$ cat config.mk
export PLATFORM = sky130hd
export DESIGN_NAME = gcd_result_tx
export DESIGN_NICKNAME = d
export VERILOG_FILES = /design/src/rtl/gcd_result_tx.sv
export SDC_FILE = /design/constraint.sdc
export NUM_CORES = 1
export LEC_CHECK = 0
export CAP_MARGIN = 20
export CORE_AREA = 2 2 76 86
export DETAILED_ROUTE_END_ITERATION = 7
export DIE_AREA = 0 0 78 88
export DONT_BUFFER_PORTS = 1
export PLACE_DENSITY_LB_ADDON = 0.1
export SLEW_MARGIN = 20
export SYNTH_ARGS = -nofsm -noshare
export SYNTH_HDL_FRONTEND = slang
export SYNTH_SLANG_ARGS = --single-unit
export TNS_END_PERCENT = 100
$ cat constraint.sdc
create_clock -name clk -period 2.61 [get_ports clk]
set_input_delay 0.261 -clock clk [delete_from_list [all_inputs] [get_ports clk]]
set_output_delay 0.261 -clock clk [all_outputs]
set_load 0.02 [all_outputs]
$ cat src/rtl/gcd_result_tx.sv
// gcd_result_tx: captures each GCD result and streams it as ASCII decimal
// bytes (optionally CR LF terminated) over a valid/ready byte handshake.
module gcd_result_tx #(
  parameter int unsigned NEWLINE_EN    = 1,
  parameter int unsigned ZERO_SUPPRESS = 1
) (
  input  logic        clk,
  input  logic        rst,
  input  logic [15:0] gcd_in,
  input  logic        finished_in,
  output logic [7:0]  tx_data,
  output logic        tx_valid,
  input  logic        tx_ready,
  output logic        busy,
  output logic        done,
  output logic        dropped
);

  typedef enum logic [2:0] {
    S_IDLE,
    S_CONVERT,
    S_SEND,
    S_TRAIL,
    S_FINISH
  } state_t;

  state_t      state;
  logic        fin_q;
  logic [15:0] bin_r;
  logic [19:0] bcd_r;
  logic [3:0]  cnt;
  logic [2:0]  idx;

  logic        start;
  logic [19:0] adj;
  logic [19:0] next_bcd;
  logic [2:0]  idx_m1;
  logic [3:0]  cur_digit;
  logic [3:0]  nxt_digit;

  function automatic logic [3:0] add3(input logic [3:0] n);
    return (n >= 4'd5) ? n + 4'd3 : n;
  endfunction

  function automatic logic [3:0] pick(
    input logic [19:0] b,
    input logic [2:0]  i
  );
    case (i)
      3'd4:    return b[19:16];
      3'd3:    return b[15:12];
      3'd2:    return b[11:8];
      3'd1:    return b[7:4];
      default: return b[3:0];
    endcase
  endfunction

  function automatic logic [7:0] ascii(input logic [3:0] d);
    return {4'h3, d};
  endfunction

  assign start = finished_in & ~fin_q;
  assign idx_m1 = idx - 3'd1;
  assign cur_digit = pick(bcd_r, idx);
  assign nxt_digit = pick(bcd_r, idx_m1);

  always_comb begin
    adj = '0;
    for (int i = 0; i < 5; i++) begin
      adj[4*i +: 4] = add3(bcd_r[4*i +: 4]);
    end
  end

  assign next_bcd = {adj[18:0], bin_r[15]};

  always_ff @(posedge clk or posedge rst) begin
    if (rst) begin
      state    <= S_IDLE;
      fin_q    <= 1'b0;
      bin_r    <= '0;
      bcd_r    <= '0;
      cnt      <= '0;
      idx      <= '0;
      tx_data  <= 8'h00;
      tx_valid <= 1'b0;
      busy     <= 1'b0;
      done     <= 1'b0;
      dropped  <= 1'b0;
    end else begin
      fin_q <= finished_in;
      done  <= 1'b0;

      if (start && (state == S_CONVERT ||
                    state == S_SEND ||
                    state == S_TRAIL)) begin
        dropped <= 1'b1;
      end

      unique case (state)
        S_IDLE, S_FINISH: begin
          if (start) begin
            bin_r <= gcd_in;
            bcd_r <= '0;
            cnt   <= '0;
            busy  <= 1'b1;
            state <= S_CONVERT;
          end else begin
            state <= S_IDLE;
          end
        end

        S_CONVERT: begin
          bcd_r <= next_bcd;
          bin_r <= {bin_r[14:0], 1'b0};
          cnt   <= cnt + 4'd1;
          if (cnt == 4'd15) begin
            state <= S_SEND;
            // d4 is resolved on the last shift so an unsuppressed
            // message presents its first byte with no extra cycle
            if (ZERO_SUPPRESS == 0 || next_bcd[19:16] != 4'd0) begin
              idx      <= 3'd4;
              tx_data  <= ascii(next_bcd[19:16]);
              tx_valid <= 1'b1;
            end else begin
              idx <= 3'd3;
            end
          end
        end

        S_SEND: begin
          if (tx_valid) begin
            if (tx_ready) begin
              if (idx == 3'd0) begin
                if (NEWLINE_EN != 0) begin
                  state   <= S_TRAIL;
                  tx_data <= 8'h0D;
                end else begin
                  state    <= S_FINISH;
                  tx_valid <= 1'b0;
                  busy     <= 1'b0;
                  done     <= 1'b1;
                end
              end else begin
                idx     <= idx_m1;
                tx_data <= ascii(nxt_digit);
              end
            end
          end else if (ZERO_SUPPRESS != 0 && idx != 3'd0 &&
                       cur_digit == 4'd0) begin
            idx <= idx_m1;
          end else begin
            tx_data  <= ascii(cur_digit);
            tx_valid <= 1'b1;
          end
        end

        S_TRAIL: begin
          if (tx_ready) begin
            if (tx_data == 8'h0D) begin
              tx_data <= 8'h0A;
            end else begin
              state    <= S_FINISH;
              tx_valid <= 1'b0;
              busy     <= 1'b0;
              done     <= 1'b1;
            end
          end
        end

        default: state <= S_IDLE;
      endcase
    end
  end

endmodule

==> impl_metrics.prom <==
# TYPE chip_impl_metric gauge
chip_impl_metric{name="wire_per_inst",unit="um"} 17.1
chip_impl_metric{name="finalHoldViolCount",unit=""} 0
chip_impl_metric{name="nNetsFinal",unit=""} 418
chip_impl_metric{name="worstPathArrival",unit="ps"} 2660
chip_impl_metric{name="antenna_left",unit=""} 0
chip_impl_info{name="post-synth-top-count-cell",value="dfrtp_1"} 1
chip_impl_metric{name="comb_power_share",unit="%"} 53.1
chip_impl_metric{name="final_count_of_negative_setup_slack_endpoints",unit=""} 0
chip_impl_metric{name="power_per_cell_area",unit="nW/um^2"} 1290
chip_impl_info{name="worstHoldPathType",value="input pin to flip-flop"} 1
chip_impl_info{name="setup.worst_path.end_class",value="flip-flop"} 1
chip_impl_metric{name="clock_latency",unit="ps"} 310
chip_impl_metric{name="syn-instance-count",unit=""} 377
chip_impl_metric{name="grt_antenna_before_repair",unit=""} 0
chip_impl_metric{name="detailedPlace.worstSlack",unit="ps"} 91.8
chip_impl_info{name="timing.setup.critical_path_class",value="flip-flop to flip-flop"} 1
chip_impl_info{name="synth_top_flop_cell",value="dfrtp_1"} 1
chip_impl_metric{name="p_seq_share",unit="%"} 36.6
chip_impl_metric{name="mappedNetlistArea",unit="sq um"} 3340
chip_impl_metric{name="relative_slew_margins",unit="%"} 52.8
chip_impl_metric{name="layout-drive-gt1-share",unit="%"} 10.5
chip_impl_metric{name="totalWireLength",unit="um"} 7910
chip_impl_metric{name="start_util",unit="%"} 55.6
chip_impl_metric{name="grt_max_degree",unit=""} 45
chip_impl_info{name="outcome",value="finished clean"} 1
chip_impl_metric{name="power.switching_fraction",unit="%"} 47.5
chip_impl_info{name="critPathSlowestCell",value="dfrtp_2"} 1
chip_impl_metric{name="worst_path_largest_cell_delay",unit="ps"} 460
chip_impl_metric{name="path_clk_slew",unit="ps"} 100
chip_impl_metric{name="chipWidth",unit="um"} 78
chip_impl_metric{name="cts_buffers",unit=""} 5
chip_impl_metric{name="viasPerCell",unit=""} 6.23
chip_impl_metric{name="final.setup.tns",unit="ps"} 0
chip_impl_metric{name="fp.coreArea",unit="sq um"} 6010
chip_impl_metric{name="internal_power",unit="W"} 0.00244
chip_impl_metric{name="worst_path_required",unit="ps"} 2810
chip_impl_metric{name="utilization_after_layout",unit="%"} 60.4
chip_impl_metric{name="clock_power_share",unit="%"} 10.3
chip_impl_metric{name="p_switching",unit="W"} 0.00222
chip_impl_metric{name="dr.first_iter.drc_count",unit=""} 275
chip_impl_metric{name="fin_crit_sh",unit="%"} 94.3
chip_impl_metric{name="grt_pass1_vias",unit=""} 2680
chip_impl_metric{name="via_count",unit=""} 2877
chip_impl_info{name="cts_tree",value="built"} 1
chip_impl_metric{name="inst_count_dp",unit=""} 451
chip_impl_metric{name="dr.pass1.iters",unit=""} 7
chip_impl_metric{name="power.leakage",unit="nW"} 1.54
chip_impl_metric{name="antennaDiodeCount",unit=""} 0
chip_impl_metric{name="finalWorstSetupSlack",unit="ps"} 148
chip_impl_metric{name="total_number_of_yosys_warnings",unit=""} 0
chip_impl_metric{name="port_buffers",unit=""} 0
chip_impl_metric{name="grt_util_all_layers",unit="%"} 24.2
chip_impl_metric{name="tritoncts_num_sinks",unit=""} 56
chip_impl_metric{name="drcViolationCount",unit=""} 0
chip_impl_metric{name="peakVddDrop",unit="mV"} 0.513
chip_impl_metric{name="first_pass_grt_wire_length",unit="um"} 13100
chip_impl_metric{name="synth-seq-cells",unit=""} 56
chip_impl_metric{name="synth_top_area_share",unit="%"} 41.9
chip_impl_metric{name="htree_num_levels",unit=""} 2
chip_impl_metric{name="rows",unit=""} 30
chip_impl_info{name="rsz0062_at_grt",value="no"} 1
chip_impl_metric{name="count_of_max_cap_constraint_violations",unit=""} 0
chip_impl_metric{name="worst_pin_slew",unit="ps"} 705
chip_impl_metric{name="finalCriticalPeriod",unit="ps"} 2460
chip_impl_metric{name="netlist-cell-type-count",unit=""} 51
chip_impl_metric{name="top_level_ports",unit=""} 32
chip_impl_metric{name="synth_async_sr_flop_share",unit="%"} 100
chip_impl_info{name="synth_common_cells",value="56 x dfrtp_1, 43 x nand2_1, 41 x nor2_1"} 1
chip_impl_info{name="yosysTopAreaCell",value="dfrtp_1"} 1
chip_impl_info{name="cp-start-kind",value="flip-flop"} 1
chip_impl_metric{name="detailed_place_hpwl",unit="um"} 5660
chip_impl_metric{name="maxSlewViolCount",unit=""} 0
chip_impl_metric{name="fp.dieArea",unit="sq um"} 6860
chip_impl_metric{name="fin_cells",unit=""} 462
chip_impl_metric{name="layout-area-overhead-vs-synth",unit="%"} 8.50
chip_impl_metric{name="postSynthAreaPerCell",unit="sq um"} 8.86
chip_impl_metric{name="upper_clock_frequency_limit",unit="MHz"} 406
chip_impl_metric{name="grt-ovfl-total",unit=""} 0
chip_impl_info{name="netlist_top_cells_area",value="dfrtp_1 42%, ha_1 6.4%, nand2_1 4.8%, nor2_1 4.6%, o21ai_0 3.6%"} 1
chip_impl_metric{name="finalClockSkew",unit="ps"} 8.95
chip_impl_metric{name="cts_max_path_buffers",unit=""} 2
chip_impl_metric{name="yosysSeqAreaShare",unit="%"} 41.9
chip_impl_metric{name="critical_path_peak_fanout",unit=""} 8
chip_impl_info{name="timing.critical_path.cells",value="ha_1 -> buf_4 -> a22oi_1 -> a221oi_2 -> a2111oi_2 -> nand2_2 -> o221ai_4 -> mux2_2"} 1
chip_impl_metric{name="dieHeight",unit="um"} 88
chip_impl_info{name="ctsRootBufferMaster",value="clkbuf_8"} 1
chip_impl_metric{name="synth_enable_flop_cells",unit=""} 0
chip_impl_metric{name="place.gp.congestion",unit=""} 0.908
final cells by class:
class	count	area, sq um
fillers	519	2380
well taps	80	100
multi-input cells	278	1810
repair buffers	18	140
inverters	22	82.6
flip-flops and latches	56	1400
clock inverters	2	13.8
clock buffers	6	72.6
worst max-delay path, delay by kind of cell (launching register included):
kind	cells	cell delay (ps)
buffers and inverters	1	180
AOI/OAI and AO/OA	4	980
DFF	1	460
muxes	1	370
and+or+nand+nor	1	120
adders and majority gates	1	240
state kept, by name, summed over array words and instances (netlist names):
| signal | flops |
|---|---|
| bcd_r | 20 |
| bin_r | 16 |
| tx_data | 5 |
| cnt | 4 |
| idx | 3 |
| state | 3 |
| busy | 1 |
| done | 1 |
| dropped | 1 |
| fin_q | 1 |
| tx_valid | 1 |
worst paths after layout:
kind,start,to,slack [ps],cells past startpoint
worst min register to register,bin_r[15],bcd_r[0],490,2
worst min-delay path,gcd_in[0],bin_r[0],70,2
max in group asynchronous,rst,bin_r[13],1500,3
worst max register to register,idx[1],tx_data[0],150,8
min in group asynchronous,rst,state[1],470,2
worst max-delay path,idx[1],tx_data[0],150,8
metrics by stage:
stage | hold WS (ps) | cell area [sq um] | power, W
after floorplan | 292 | 3340 | 0.00344
after global placement | 243 | 3460 | 0.00403
after detailed placement | 253 | 3460 | 0.00407
after CTS | 53.9 | 3560 | 0.00457
after global routing | 43.9 | 3620 | 0.00507
final | 69.6 | 3620 | 0.00466
power groups by stage:
| stage | combinational [W] | sequential (W) | clock (W) |
|---|---|---|---|
| 2_1_floorplan | 0.00192 | 0.00152 | 0 |
| 3_3_place_gp | 0.00234 | 0.00169 | 0 |
| 3_5_place_dp | 0.00237 | 0.00170 | 0 |
| 4_1_cts | 0.00239 | 0.00168 | 0.000500 |
| 5_1_grt | 0.00277 | 0.00176 | 0.000537 |
| 6_report | 0.00247 | 0.00171 | 0.000479 |
placed cells by master (no fill, tap or decap), drive strengths merged, types with 4 or more instances in the layout:
master and count:
dfrtp 56, nand2 44, nor2 41, o21ai 25, inv 23, a21oi 19
ha 17, o22ai 16, buf 16, a31oi 13, nor3 8, nand2b 8
a222oi 7, o31ai 6, nand3 6, mux2 6, a211oi 6, clkbuf 6
a32o 5, xnor2 5, nor2b 4
cells by family (layout without fill, tap and decap cells):
| logic type | Yosys count | in the layout | synth area share (%) |
|---|---|---|---|
| and+or+nand+nor | 124 | 124 | 16.7 |
| muxes | 8 | 8 | 2.62 |
| DFF | 56 | 56 | 41.9 |
| other | 1 | 2 | 0.112 |
| buffers and inverters | 44 | 48 | 5.51 |
| xor gates and xnor gates | 8 | 8 | 2.10 |
| AOI/OAI and AO/OA | 119 | 119 | 24.6 |
| adders and majority gates | 17 | 17 | 6.37 |
metal layers:
layer  share of wire (%)  vias up  track usage [%]
met5                   0        -                0
met4                 2.7        0             10.0
met3                 5.4       21             3.71
met2                  48      120             37.9
met1                  44     1367             33.8
li1                    -     1369                -
what timing repair did:
item	CTS	global route
hold buffers	2	0
setup endpoints to repair	0	7
endpoints found under the hold margin	27	0
resized for setup	0	10
setup buffers	0	1
Note: power is estimated with default switching activity, not from simulation.
